**src/rtl/syncro_pkg.sv**
```systemverilog
// Shared synchronizer definitions: hall debounce FSM states and sensor polarity.
package syncro_pkg;

  typedef enum logic [1:0] {
    REL    = 2'd0,
    DB_ACT = 2'd1,
    ACT    = 2'd2,
    DB_REL = 2'd3
  } hall_state_e;

  localparam logic HALL_ACTIVE = 1'b0;

endpackage

```
**src/rtl/hall_tick_gen_if.sv**
```systemverilog
// Hall tick generator bus: raw sensor in, tick/period/status out.
interface hall_tick_gen_if #(
  parameter int PERIOD_WIDTH = 24
);
  logic                    hall_n;
  logic                    turn_tick;
  logic [PERIOD_WIDTH-1:0] turn_period;
  logic                    period_valid;
  logic                    stall;

  modport master (output hall_n, input turn_tick, turn_period, period_valid, stall);
  modport slave  (input hall_n, output turn_tick, turn_period, period_valid, stall);
endinterface

```
**src/rtl/sync_ff.sv**
```systemverilog
// Generic flop-chain synchronizer for asynchronous single-bit inputs.
module sync_ff #(
  parameter int   STAGES  = 2,
  parameter logic RST_VAL = 1'b1
) (
  input  logic clk,
  input  logic rst,
  input  logic i_d,
  output logic o_q
);

  logic [STAGES-1:0] r_chain;

  always_ff @(posedge clk or negedge rst) begin
    if (!rst) r_chain <= {STAGES{RST_VAL}};
    else      r_chain <= {r_chain[STAGES-2:0], i_d};
  end

  assign o_q = r_chain[STAGES-1];

endmodule

```
**src/rtl/hall_tick_gen.sv**
```systemverilog
// Debounces a hall sensor, emits one tick per turn and measures the turn period.
//   state  | meaning
//   REL    | magnet absent, waiting for an active sample
//   DB_ACT | active level seen, counting stable samples
//   ACT    | magnet present, turn already evaluated
//   DB_REL | release level seen, counting stable samples
module hall_tick_gen #(
  parameter int SYNC_STAGES     = 2,
  parameter int DEBOUNCE_CYCLES = 256,
  parameter int MIN_PERIOD      = 4096,
  parameter int PERIOD_WIDTH    = 24
) (
  input logic            clk,
  input logic            rst,
  hall_tick_gen_if.slave bus
);
  import syncro_pkg::*;

  localparam int                      DB_W     = $clog2(DEBOUNCE_CYCLES + 1);
  localparam logic [DB_W-1:0]         DB_LOAD  = DB_W'(DEBOUNCE_CYCLES);
  localparam logic [PERIOD_WIDTH-1:0] PCNT_MAX = '1;
  localparam logic [PERIOD_WIDTH:0]   MIN_CMP  = (PERIOD_WIDTH + 1)'(MIN_PERIOD);

  logic                    w_hs;
  hall_state_e             r_state, w_state_nxt;
  logic [DB_W-1:0]         r_db_cnt, w_db_cnt_nxt;
  logic                    w_cand;
  logic                    w_accept;
  logic [PERIOD_WIDTH:0]   w_pcnt_inc;
  logic [PERIOD_WIDTH-1:0] r_pcnt;
  logic                    r_turn_tick;
  logic [PERIOD_WIDTH-1:0] r_turn_period;
  logic                    r_period_valid;
  logic                    r_stall;

  sync_ff #(.STAGES(SYNC_STAGES), .RST_VAL(!HALL_ACTIVE)) u_sync (
    .clk (clk),
    .rst (rst),
    .i_d (bus.hall_n),
    .o_q (w_hs)
  );

  always_ff @(posedge clk or negedge rst) begin
    if (!rst) begin
      r_state  <= REL;
      r_db_cnt <= '0;
    end else begin
      r_state  <= w_state_nxt;
      r_db_cnt <= w_db_cnt_nxt;
    end
  end

  // Debounce timer is a down-counter loaded on entry; terminal count is zero.
  always_comb begin
    w_state_nxt  = r_state;
    w_db_cnt_nxt = r_db_cnt;
    w_cand       = 1'b0;
    case (r_state)
      REL: if (w_hs == HALL_ACTIVE) begin
        w_state_nxt  = DB_ACT;
        w_db_cnt_nxt = DB_LOAD;
      end
      DB_ACT: if (w_hs != HALL_ACTIVE) begin
        w_state_nxt  = REL;
        w_db_cnt_nxt = '0;
      end else if (r_db_cnt == '0) begin
        w_state_nxt  = ACT;
        w_cand       = 1'b1;
      end else begin
        w_db_cnt_nxt = r_db_cnt - 1'b1;
      end
      ACT: if (w_hs != HALL_ACTIVE) begin
        w_state_nxt  = DB_REL;
        w_db_cnt_nxt = DB_LOAD;
      end
      DB_REL: if (w_hs == HALL_ACTIVE) begin
        w_state_nxt  = ACT;
        w_db_cnt_nxt = '0;
      end else if (r_db_cnt == '0) begin
        w_state_nxt  = REL;
      end else begin
        w_db_cnt_nxt = r_db_cnt - 1'b1;
      end
      default: w_state_nxt = REL;
    endcase
  end

  assign w_pcnt_inc = {1'b0, r_pcnt} + 1'b1;
  assign w_accept   = w_cand && (r_stall || (w_pcnt_inc >= MIN_CMP));

  // The first tick after a stall only re-arms the measurement.
  always_ff @(posedge clk or negedge rst) begin
    if (!rst) begin
      r_pcnt         <= '0;
      r_turn_tick    <= 1'b0;
      r_turn_period  <= '0;
      r_period_valid <= 1'b0;
      r_stall        <= 1'b1;
    end else begin
      r_turn_tick <= w_accept;
      if (w_accept) begin
        r_pcnt  <= '0;
        r_stall <= 1'b0;
        if (!r_stall) begin
          r_turn_period  <= w_pcnt_inc[PERIOD_WIDTH-1:0];
          r_period_valid <= 1'b1;
        end
      end else if (r_pcnt != PCNT_MAX) begin
        r_pcnt <= w_pcnt_inc[PERIOD_WIDTH-1:0];
        if (w_pcnt_inc[PERIOD_WIDTH-1:0] == PCNT_MAX) begin
          r_stall        <= 1'b1;
          r_period_valid <= 1'b0;
        end
      end
    end
  end

  assign bus.turn_tick    = r_turn_tick;
  assign bus.turn_period  = r_turn_period;
  assign bus.period_valid = r_period_valid;
  assign bus.stall        = r_stall;

endmodule

```
**src/flat_wrapper.sv**
```systemverilog
// flat-port wrapper written by rule: the top's interface ports become plain ports
module hall_tick_gen_flat import syncro_pkg::*;
#(
  parameter int SYNC_STAGES     = 2,
  parameter int DEBOUNCE_CYCLES = 256,
  parameter int MIN_PERIOD      = 4096,
  parameter int PERIOD_WIDTH    = 24
)
  (clk, rst, bus_hall_n, bus_turn_tick, bus_turn_period, bus_period_valid, bus_stall);
  hall_tick_gen_if #(.PERIOD_WIDTH(PERIOD_WIDTH)) bus_i ();
  input logic clk;
  input logic rst;
  input wire logic [$bits(bus_i.hall_n)-1:0] bus_hall_n;
  output wire logic [$bits(bus_i.turn_tick)-1:0] bus_turn_tick;
  output wire logic [$bits(bus_i.turn_period)-1:0] bus_turn_period;
  output wire logic [$bits(bus_i.period_valid)-1:0] bus_period_valid;
  output wire logic [$bits(bus_i.stall)-1:0] bus_stall;
  assign bus_i.hall_n = bus_hall_n;
  assign bus_turn_tick = bus_i.turn_tick;
  assign bus_turn_period = bus_i.turn_period;
  assign bus_period_valid = bus_i.period_valid;
  assign bus_stall = bus_i.stall;
  hall_tick_gen #(.SYNC_STAGES(SYNC_STAGES), .DEBOUNCE_CYCLES(DEBOUNCE_CYCLES), .MIN_PERIOD(MIN_PERIOD), .PERIOD_WIDTH(PERIOD_WIDTH)) u_core (.clk(clk), .rst(rst), .bus(bus_i));
endmodule
```
**config.mk**
```make
export PLATFORM = sky130hd
export DESIGN_NAME = hall_tick_gen_flat
export DESIGN_NICKNAME = d
export VERILOG_FILES = /design/src/rtl/syncro_pkg.sv /design/src/rtl/hall_tick_gen_if.sv /design/src/rtl/sync_ff.sv /design/src/rtl/hall_tick_gen.sv /design/src/flat_wrapper.sv
export SDC_FILE = /design/constraint.sdc
export NUM_CORES = 1
export LEC_CHECK = 0
export CAP_MARGIN = 30
export CORE_ASPECT_RATIO = 0.9
export CORE_MARGIN = 8
export CORE_UTILIZATION = 36
export CTS_CLUSTER_DIAMETER = 120
export DETAILED_ROUTE_END_ITERATION = 10
export PLACE_DENSITY = 0.53
export SYNTH_ARGS = -nofsm -noshare
export SYNTH_HDL_FRONTEND = slang
export SYNTH_HIERARCHICAL = 1
export SYNTH_SLANG_ARGS = --single-unit
```
**constraint.sdc**
```tcl
create_clock -name clk -period 3.97 [get_ports clk]
set_input_delay 0.5955 -clock clk [delete_from_list [all_inputs] [get_ports clk]]
set_output_delay 0.5955 -clock clk [all_outputs]
set_load 0.01 [all_outputs]
```
Word-level counts from Yosys, hierarchy flattened
Cells that the tools add are included.

Muxes and demuxes: 25. Bitwise gates (word level): 1. Reduce and logical (&&, ||, !) cells: 11. Order comparisons: 1. Equality and inequality tests: 10. Add/subtract/negate cells: 2.

Operator list (count): 2-to-1 mux 24 bit (2); 2-to-1 mux 9 bit (5); case mux 9 bit (4 select lines) (1); adder 24 x 1 -> 25 bit (second input constant) (1); >= comparator 25 x 13 -> 1 bit (second input constant) (1); equality test 24 bit (second input constant) (1); != test 24 bit (second input constant) (1); 2-to-1 mux 2 bit (6); 2-to-1 mux 1 bit (10); zero test 9 bit (1); subtractor 9 x 1 -> 9 bit (second input constant) (1); case mux 2 bit (4 select lines) (1); != test 2 bit (second input constant) (3); != test 3 x 2 -> 1 bit (second input constant) (2); AND reduction 2 bit (3); equality test 2 bit (second input constant) (2); AND reduction 4 bit (1); nonzero test 2 bit (2); AND reduction 3 bit (1); equality test 2 x 1 -> 1 bit (second input constant) (1); zero test 2 bit (1); logical AND 1 bit (1); logical OR 1 bit (1); inverter 1 bit (1).

Input port bits: 3. Logic and storage cells: 58. Bits in registers: 64. Output and inout port bits: 27.

Longest topological paths before layout
Gate-level depths: netlist of run 1.

Depth in word-level cells: 7. Gate-level depth with buffers: 10. Gate-level depth less buffers: 9.

Cells and area by module
Netlist of run 1, hierarchy kept.

Modules (own cells, without submodules): hall_tick_gen (sequential area each 1552.7 µm², area an instance 3099.2 µm², cells an instance 304, times used 1); sync_ff (sequential area each 52.6 µm², area an instance 52.6 µm², cells an instance 2, times used 1).

Worst setup path after synthesis of run 1
Ideal clock, no wire load.

Path kind: reg-to-reg. Start point: register u_core.r_pcnt[0]. End point: register u_core.r_turn_period[0], in the netlist u_core/bus.turn_period[0]. Period minus slack after synthesis: 2759 ps. Stages on the path, launching flop included: 10. Arrival: 2634 ps. Setup slack: 1211 ps. Setup time: 125 ps. Buffers on the path: 1. Data required time: 3845 ps. Cells stage by stage: dfrtp_1 -> ha_1 -> and3_1 -> nand3_2 -> or4_1 -> buf_2 -> nor2b_1 -> and3_4 -> a211oi_4 -> mux2_2.

Longest elaborated chain between the ends: 5.

Ends and longest elaborated chain: from (decl) (line hall_tick_gen.sv:30) `logic [PERIOD_WIDTH-1:0] r_pcnt;`; from (signal assigned) (line hall_tick_gen.sv:109) `r_pcnt <= w_pcnt_inc[PERIOD_WIDTH-1:0];`; adder 24 x 1 -> 25 bit * (line hall_tick_gen.sv:88) `assign w_pcnt_inc = {1'b0, r_pcnt} + 1'b1;`; >= comparator 25 x 13 -> 1 bit (line hall_tick_gen.sv:89) `assign w_accept = w_cand && (r_stall || (w_pcnt_inc >= MIN_CMP));`; logical OR 1 bit (line hall_tick_gen.sv:89); logical AND 1 bit (line hall_tick_gen.sv:89); AND reduction 2 bit (no line); to (signal assigned) (line hall_tick_gen.sv:105) `r_turn_period <= w_pcnt_inc[PERIOD_WIDTH-1:0];`; to (decl) (line hall_tick_gen.sv:32) `logic [PERIOD_WIDTH-1:0] r_turn_period;`.

Mark *: on every way between the ends. The rest lies on a longest branch, timed or not. A chain may end at the register's enable or synchronous reset.

Worst setup path in the final report of run 1
Start point: register u_core.r_pcnt[0]. End point: register u_core.r_pcnt[1].

Longest elaborated chain between the ends: 5. Elaborated cells on any way between the ends: 8. Classes of those cells: add/sub (1); order compare (1); eq/ne (1); mux (2); reduce/logical (3).

Ends and longest elaborated chain (line): adder 24 x 1 -> 25 bit (hall_tick_gen.sv:88); >= comparator 25 x 13 -> 1 bit (hall_tick_gen.sv:89); logical OR 1 bit (hall_tick_gen.sv:89); logical AND 1 bit (hall_tick_gen.sv:89); 2-to-1 mux 24 bit / nonzero test 2 bit (equally long branches).

Several ways; a longest one is shown, not always the timed one. The select of a mux whose other input is x is not followed.

==> impl_metrics.yaml, run 1 <==
synthesis:
  ys_warn_count: 6
  yosys.area_share.simple: 0.187
  synth_compound_area_frac: 0.0750
  avgSynthCellArea_um2: 10.3
  ys_seq_area_frac: 0.509
  synth.net_count: 312
  netlist_instances: 306
  synth_top_family_by_area: "simple AND/OR/NAND/NOR gates"
  synth_seq_cells: 64
  synth-xor-area-share: 0.0834
  syn_area_mm2: 0.00315
  synth_cell_type_count: 40
  muxShareOfSynthArea: 0.0814
  synthAdderAreaFrac: 0.0119
cts:
  clock-sinks: 64
  cts_buffer_depth: 2
  cts_max_level: 3
  cts_resized: 0
  cts.root.buffer_cell: "clkbuf_8"
  clock_latency_ps: 340
  cts_made_buffers: 9
  postCtsSetupBuffers: 0
  hold_buffers: 0
  cts_tree: "built"
  cts.clk_slew.worst_paths_ps: 70
worst_setup_path:
  worstSetupPathType: "register to register"
  crit_required_ps: 4220
  r2r_start: "u_core/r_pcnt[0]"
  startpoint_type: "register"
  r2r_cells: 9
  worstReg2RegEnd: "u_core/r_pcnt[1]"
  critPathArrivalTime_ps: 3470
  end_kind: "register"
  critPathMaxFanout: 20
  endpoint: "u_core/r_pcnt[1]"
  r2r_setup_slack_ps: 750
  crit_path_start: "u_core/r_pcnt[0]"
global_route:
  grt_util_all_layers: 0.130
  grt_overflow: 0
  grt_max_degree: 43
  antenna_found_initial: 0
  grt_pass1_wl_um: 12400
  grt_pass1_vias: 2383
sta:
  slew_headroom: 0.435
  worstMarginPinSlew_ps: 835
  fin_crit_sh: 0.811
  maxSlewViolCount: 0
  setup_violations: 0
  fin_skew_ps: 6.81
  rsz0062_at_grt: "false"
  fmax_mhz: 311
  finalHoldViolations: 0
  setup_tns_ps: 0
  period_minus_slack_ps: 3220
routing:
  antenna_left: 0
  viasPerCell: 4.93
  drc_errors: 0
  drt_wl_total_um: 7100
  dr_total_vias: 2297
  initialDrtViolationCount: 125
  dr.pass1.iters: 4
  wl_per_cell_um: 15.2
floorplan:
  core_mm2: 0.00853
  die_w_um: 115
  num_rows: 32
  io_pins: 30
  start_util: 0.370
  die_area_mm2: 0.0120
  dieHeight_um: 105
worst_hold_path:
  worst_hold_path_type: "primary input to asynchronous set/reset pin"
final_layout:
  most-common-layout-cells: "dfrtp_1, clkdlybuf4s50_1, inv_1"
  drive_above_1_share: 0.0922
  syn_to_final_growth_pct: 19.4
  layout_commonest_cell: "dfrtp_1"
  final_util: 0.441
  nets: 348
  antenna_cells: 0
power:
  p_leak_nw: 1.53
  peakVddDrop_mv: 0.296
  cellPowerDensity_mw_per_mm2: 394
placed_design:
  port_buffers: 29
  dp_hpwl_um: 5060
  gp_congestion: 0.825
status:
  outcome: "finished clean"
run:
  maxCapViolCount: 0
-- how the worst min path moves through the flow --
stage	to
after detailed placement	u_core/u_sync/r_chain[1]
after floorplan	asynchronous set/reset pin
final	u_core/bus.turn_period[3]
after CTS	u_core/u_sync/r_chain[1]
after global placement	u_core/u_sync/r_chain[1]
after global routing	u_core/r_pcnt[3]
-- synthesized netlist by cell type --
library cell | number | area (um^2)
dfrtp_1 | 61 | 1530
inv_1 | 28 | 105
a21oi_1 | 23 | 115
xnor2_1 | 23 | 201
nor2_1 | 22 | 82.6
mux2i_1 | 20 | 200
nand2_1 | 18 | 67.6
nand3_1 | 11 | 55.1
nand4_1 | 10 | 62.6
and4_1 | 7 | 61.3
nor3_1 | 7 | 35.0
nor4_1 | 7 | 43.8
o21ai_0 | 7 | 35.0
xor2_1 | 7 | 61.3
buf_2 | 5 | 25.0
mux2_2 | 5 | 56.3
or4_1 | 4 | 30.0
and2_1 | 3 | 18.8
and3_1 | 3 | 18.8
clkbuf_1 | 3 | 11.3
dfstp_2 | 3 | 78.8
ha_1 | 3 | 37.5
nor2b_1 | 3 | 18.8
o31ai_1 | 3 | 22.5
or3_1 | 3 | 18.8
a31oi_1 | 2 | 12.5
buf_6 | 2 | 22.5
a211oi_1 | 1 | 7.51
a211oi_4 | 1 | 20.0
and3_4 | 1 | 11.3
nand2b_1 | 1 | 6.26
nand3_2 | 1 | 10.0
nand4b_1 | 1 | 8.76
nor3b_2 | 1 | 12.5
nor4b_1 | 1 | 8.76
nor4bb_1 | 1 | 10.0
o22a_1 | 1 | 8.76
o22ai_1 | 1 | 6.26
o41ai_1 | 1 | 8.76
or3b_2 | 1 | 8.76
-- routing by layer --
metal,part of all wire,global-route usage,vias to the layer above
li1,-,-,1138
met1,0.50,0.176,1111
met2,0.44,0.190,43
met3,0.054,0.0460,5
met4,0.0073,0.0370,0
met5,0,0,-
-- critical path: stages (launching register included) --
cell and delay [ps]:
dfrtp_1 440, ha_1 230, and3_1 260, nand3_2 170, xnor2_1 250, nor4bb_1 270, nor4b_1 710, a21oi_1 270
buf_4 300, a211oi_1 220
-- per-stage QoR --
stage	instances	instance area, um^2	total power, mW	worst slack, ps	hold WS (ps)
6_report	466	3760	1.48	752	240
5_1_grt	466	3760	1.58	445	265
3_5_place_dp	449	3560	0.998	827	351
3_3_place_gp	449	3560	0.999	999	347
4_1_cts	465	3740	1.51	807	362
2_1_floorplan	306	3150	0.936	1210	300
-- kinds of logic after synthesis --
family	Yosys count
AND/OR/NAND/NOR	106
flip-flops	64
AO/OA/AOI/OAI	40
buffers and inverters	38
XOR/XNOR	30
multiplexers	25
adder cells (fa/ha/maj)	3
-- final cells by class --
| type | instances | area [um^2] |
|---|---|---|
| Fill cell | 827 | 4760 |
| Sequential cell | 64 | 1610 |
| Multi-Input combinational cell | 204 | 1380 |
| Timing Repair Buffer | 35 | 350 |
| Clock buffer | 15 | 166 |
| Tap cell | 119 | 149 |
| Inverter | 28 | 105 |
| Clock inverter | 1 | 5.00 |
-- power by group --
group          leakage (nW)  internal (mW)  switching, mW
clock                0.0877          0.261          0.236
sequential            0.858          0.694         0.0378
combinational         0.584          0.111          0.142
-- flip-flops by register name, indices dropped and copies added, names as in the netlist, named ones only --
| name | flops |
|---|---|
| u_core/bus.period_valid | 1 |
| u_core/bus.stall | 1 |
| u_core/bus.turn_period | 24 |
| u_core/bus.turn_tick | 1 |
| u_core/r_db_cnt | 9 |
| u_core/r_pcnt | 24 |
| u_core/r_state | 1 |
| u_core/u_sync/r_chain | 2 |
No activity file was read; power rests on OpenSTA's default activity.
==> run 2: changes to the inputs <==
--- a/config.mk
+++ b/config.mk
@@ -11,7 +11,7 @@
 export CORE_UTILIZATION = 36
 export CTS_CLUSTER_DIAMETER = 120
 export DETAILED_ROUTE_END_ITERATION = 10
-export PLACE_DENSITY = 0.53
+export PLACE_DENSITY = 0.55
 export SYNTH_ARGS = -nofsm -noshare
 export SYNTH_HDL_FRONTEND = slang
 export SYNTH_HIERARCHICAL = 1
==> constraint.sdc (replaced) <==
create_clock -name clk -period 2.7 [get_ports clk]
set_input_delay 0.405 -clock clk [delete_from_list [all_inputs] [get_ports clk]]
set_output_delay 0.405 -clock clk [all_outputs]
set_load 0.01 [all_outputs]
==> impl_metrics.yaml, run 2 (synthesis results as in run 1) <==
worst_setup_path:
  cp_slowest_cell: "or4_4"
  end_kind: "register"
  startpoint_type: "register"
  crit_required_ps: 2930
  worstSetupPathType: "register to register"
  r2r_setup_slack_ps: 90
  critPathArrivalTime_ps: 2830
  cp_num_buf_inv: 1
  worstReg2RegEnd: "u_core/bus.turn_period[11]"
  crit_chain: "and4_1, nand2_1, or4_4, nor2b_2, and3_4, a211oi_4, buf_12, mux2_2"
  r2r_start: "u_core/r_pcnt[14]"
  r2r_cells: 8
  slowest_delay_ps: 540
  critPathMaxFanout: 6
  crit_family: "simple AND/OR/NAND/NOR gates"
cts:
  cts_made_buffers: 9
  cts_max_level: 3
  cts.clk_slew.worst_paths_ps: 70
  clock-sinks: 64
  clock_latency_ps: 340
  cts.root.buffer_cell: "clkbuf_8"
  cts_tree: "built"
  cts_buffer_depth: 2
sta:
  worstMarginPinSlew_ps: 752
  period_minus_slack_ps: 2610
  fin_skew_ps: 4.18
  setup_violations: 0
  slew_headroom: 0.498
  fin_crit_sh: 0.965
  finalHoldViolations: 0
  maxSlewViolCount: 0
  fmax_mhz: 384
floorplan:
  core_mm2: 0.00853
  dieHeight_um: 105
  start_util: 0.370
  num_rows: 32
  die_area_mm2: 0.0120
  io_pins: 30
  die_w_um: 115
routing:
  dr.pass1.iters: 4
  antenna_left: 0
  initialDrtViolationCount: 76
  wl_per_cell_um: 14.8
  drc_errors: 0
  dr_total_vias: 2425
  drt_wl_total_um: 7280
  viasPerCell: 4.92
final_layout:
  drive_above_1_share: 0.198
  final_area_mm2: 0.00414
  final_cell_count_no_fill: 493
  antenna_cells: 0
  layout_commonest_cell: "dfrtp_1"
  nets: 375
  most-common-layout-cells: "dfrtp_1, clkdlybuf4s50_1, inv_1, buf_4"
  syn_to_final_growth_pct: 31.4
  final_util: 0.486
placed_design:
  dpl-instance-area_mm2: 0.00380
  port_buffers: 29
  dp.cells: 474
  dp_hpwl_um: 5300
  gp_congestion: 0.855
power:
  p_leak_nw: 1.71
  cellPowerDensity_mw_per_mm2: 604
  peakVddDrop_mv: 0.391
global_route:
  grt_max_degree: 34
  grt_pass1_wl_um: 12700
  grt_util_all_layers: 0.132
  grt_overflow: 0
  grt_pass1_vias: 2491
  antenna_found_initial: 0
run:
  maxCapViolCount: 0
worst_hold_path:
  worst_hold_path_type: "primary input to asynchronous set/reset pin"
status:
  outcome: "finished clean"
-- run 2: how the worst max path moves through the flow --
stage | slack (ps) | endpoint | depth (start not counted) | startpoint
2_1_floorplan | -2 | u_core/bus.turn_period[0] | 9 | u_core/r_pcnt[0]
4_1_cts | 5 | u_core/bus.turn_period[11] | 9 | u_core/r_pcnt[0]
5_1_grt | -20 | u_core/bus.turn_period[11] | 8 | u_core/r_pcnt[14]
3_3_place_gp | 50 | u_core/bus.turn_period[0] | 9 | u_core/r_db_cnt[0]
6_report | 90 | u_core/bus.turn_period[11] | 8 | u_core/r_pcnt[14]
3_5_place_dp | 20 | u_core/bus.turn_period[11] | 9 | u_core/r_db_cnt[0]
-- run 2: metal layers --
metal  wire length (um)  up-vias  track usage
met4                 63        0       0.0427
met1               3700     1187        0.177
met2               3170       42        0.191
li1                   -     1190            -
met3                347        6       0.0506
met5                  0        -            0
-- run 2: worst register-to-register path: cells and delay by family (launching register included) --
| family | cells | cell delay [ps] |
|---|---|---|
| compound gates | 1 | 300 |
| buf+inv | 1 | 160 |
| flops | 1 | 430 |
| mux | 1 | 330 |
| simple gates | 5 | 1270 |
-- run 2: metrics by stage --
stage	setup TNS [ps]	setup slack [ps]	total power, mW	hold slack, ps
after floorplan	-10.3	-2.06	1.38	109
after global placement	0	54.0	1.48	346
after detailed placement	0	16.9	1.49	347
after CTS	0	4.75	2.54	137
after global routing	-49.8	-17.7	2.66	175
final	0	95.0	2.50	125
-- run 2: cell type report --
type	count	area, um^2
Multi-Input combinational cell	204	1440
Timing Repair Buffer	62	587
Inverter	28	105
Tap cell	119	149
Fill cell	818	4390
Clock inverter	5	103
Clock buffer	11	151
Sequential cell	64	1610
-- run 2: what timing repair did --
item | in CTS | in global routing
setup endpoints to repair | 0 | 18
hold buffers | 0 | 0
gates resized for setup | 0 | 13
buffers inserted | 0 | 3
-- run 2: report_power, final --
group / switching, mW / total (mW) / internal (mW)
clock: 0.372 / 1.03 / 0.662
sequential: 0.0548 / 1.08 / 1.02
combinational: 0.213 / 0.394 / 0.181
==> run 3: changes to the inputs <==
--- a/config.mk
+++ b/config.mk
@@ -8,10 +8,10 @@
 export CAP_MARGIN = 30
 export CORE_ASPECT_RATIO = 0.9
 export CORE_MARGIN = 8
-export CORE_UTILIZATION = 36
+export CORE_UTILIZATION = 46
 export CTS_CLUSTER_DIAMETER = 120
 export DETAILED_ROUTE_END_ITERATION = 10
-export PLACE_DENSITY = 0.55
+export PLACE_DENSITY = 0.68
 export SYNTH_ARGS = -nofsm -noshare
 export SYNTH_HDL_FRONTEND = slang
 export SYNTH_HIERARCHICAL = 1
==> impl_metrics.yaml, run 3 (synthesis results as in run 1) <==
placed_design:
  port_buffers: 29
  gp_congestion: 0.897
  dp_hpwl_um: 4980
  dpl-instance-area_mm2: 0.00379
  dp.cells: 450
power:
  combPwrFrac: 0.156
  cellPowerDensity_mw_per_mm2: 611
  peakVddDrop_mv: 0.514
  switching_share: 0.254
  clkPwrFrac: 0.424
  p_seq_frac: 0.420
  p_int_mw: 1.91
  p_sw_uw: 652
  p_leak_nw: 1.76
cts:
  cts_buffer_depth: 2
  cts.root.buffer_cell: "clkbuf_8"
  clock-sinks: 64
  cts_made_buffers: 9
  cts_max_level: 3
  cts_tree: "built"
  hold_buffers: 0
  cts.clk_slew.worst_paths_ps: 70
  clock_latency_ps: 340
final_layout:
  drive_above_1_share: 0.225
  syn_to_final_growth_pct: 33.2
  layout_commonest_cell: "dfrtp_1"
  final_area_mm2: 0.00420
  nFillCells: 522
  nets: 384
  most-common-layout-cells: "dfrtp_1, buf_4, clkdlybuf4s50_1, inv_1"
  final_cell_count_no_fill: 473
  antenna_cells: 0
sta:
  finalHoldViolations: 0
  fin_crit_sh: 0.978
  worstMarginPinSlew_ps: 801
  maxSlewViolCount: 0
  fin_skew_ps: 6.95
  setup_violations: 0
  slew_headroom: 0.466
  period_minus_slack_ps: 2640
  fmax_mhz: 379
worst_setup_path:
  crit_chain: "and4_1, nand2_1, or4_4, nor2b_2, and3_4, a211oi_4, buf_12, mux2_2"
  cp_slowest_cell: "or4_4"
  slowest_delay_ps: 540
  r2r_start: "u_core/r_pcnt[18]"
  crit_required_ps: 2930
  critPathArrivalTime_ps: 2870
  crit_family: "simple AND/OR/NAND/NOR gates"
  end_kind: "register"
  worstReg2RegEnd: "u_core/bus.turn_period[14]"
  cp_num_buf_inv: 1
  r2r_cells: 8
  r2r_setup_slack_ps: 60
  critPathMaxFanout: 6
  startpoint_type: "register"
  worstSetupPathType: "register to register"
floorplan:
  num_rows: 28
  io_pins: 30
  start_util: 0.476
  die_w_um: 103
  die_area_mm2: 0.00976
  core_mm2: 0.00662
  dieHeight_um: 94.5
status:
  outcome: "finished clean"
routing:
  drt_wl_total_um: 7190
  antenna_left: 0
  dr_total_vias: 2531
  dr.pass1.iters: 4
  drc_errors: 0
  viasPerCell: 5.35
  initialDrtViolationCount: 122
  wl_per_cell_um: 15.2
global_route:
  grt_pass1_vias: 2448
  grt_pass1_wl_um: 11800
  grt_max_degree: 65
  antenna_found_initial: 0
  grt_overflow: 0
  grt_util_all_layers: 0.155
worst_hold_path:
  worst_hold_path_type: "primary input to asynchronous set/reset pin"
run:
  maxCapViolCount: 0
run 3: changes by cell type in the layout (fill, tap and decap cells not counted), moves of 2 or more:
cell,previous run,this run
buf_4,28,37
and4_1,7,5
and4_2,0,2
clkbuf_8,11,9
run 3: through the flow:
stage	power (mW)	TNS (ps)	setup slack (ps)	util	hold WS, ps
after CTS	2.58	0	2.43	0.616	254
after detailed placement	1.48	0	2.80	0.572	347
after global routing	2.68	-353	-41.8	0.634	298
after global placement	1.47	0	80.1	0.572	346
final	2.57	0	59.0	0.634	233
after floorplan	1.38	-10.3	-2.06	-	109
run 3: cell type report:
type | count | area, um^2 | share of cell area
clock buffer | 9 | 124 | 0.0295
clock inverter | 7 | 144 | 0.0343
inverter | 28 | 105 | 0.0250
multi-input combinational | 204 | 1450 | 0.345
sequential | 64 | 1610 | 0.382
tap | 90 | 113 | 0.0268
timing repair buffer | 71 | 659 | 0.157
run 3: power groups by stage:
stage	combinational, mW	sequential [mW]	clock, mW
final	0.400	1.08	1.09
after detailed placement	0.388	1.09	0
after global placement	0.381	1.09	0
after CTS	0.390	1.08	1.11
after global routing	0.444	1.09	1.15
after floorplan	0.295	1.08	0
run 3: worst max path at each step:
stage,startpoint,end,cells after the start
after detailed placement,u_core/r_db_cnt[0],u_core/bus.turn_period[14],9
after floorplan,u_core/r_pcnt[0],u_core/bus.turn_period[0],9
final,u_core/r_pcnt[18],u_core/bus.turn_period[14],8
after global routing,u_core/r_pcnt[18],u_core/bus.turn_period[13],9
after CTS,u_core/r_db_cnt[0],u_core/bus.turn_period[14],9
after global placement,u_core/r_db_cnt[0],u_core/bus.turn_period[0],9
run 3: layer usage:
| metal | wire length (um) | GRT usage | up-vias |
|---|---|---|---|
| met5 | 0 | 0 | - |
| met2 | 3220 | 0.229 | 80 |
| met4 | 82 | 0.0385 | 0 |
| met3 | 498 | 0.0566 | 8 |
| li1 | - | - | 1211 |
| met1 | 3390 | 0.211 | 1232 |
run 3: repair_timing:
item	4_1_cts	5_1_grt
gates resized for setup	1	14
cloned	0	1
pin swaps	1	5
setup endpoints to repair	4	46
buffers inserted	1	5
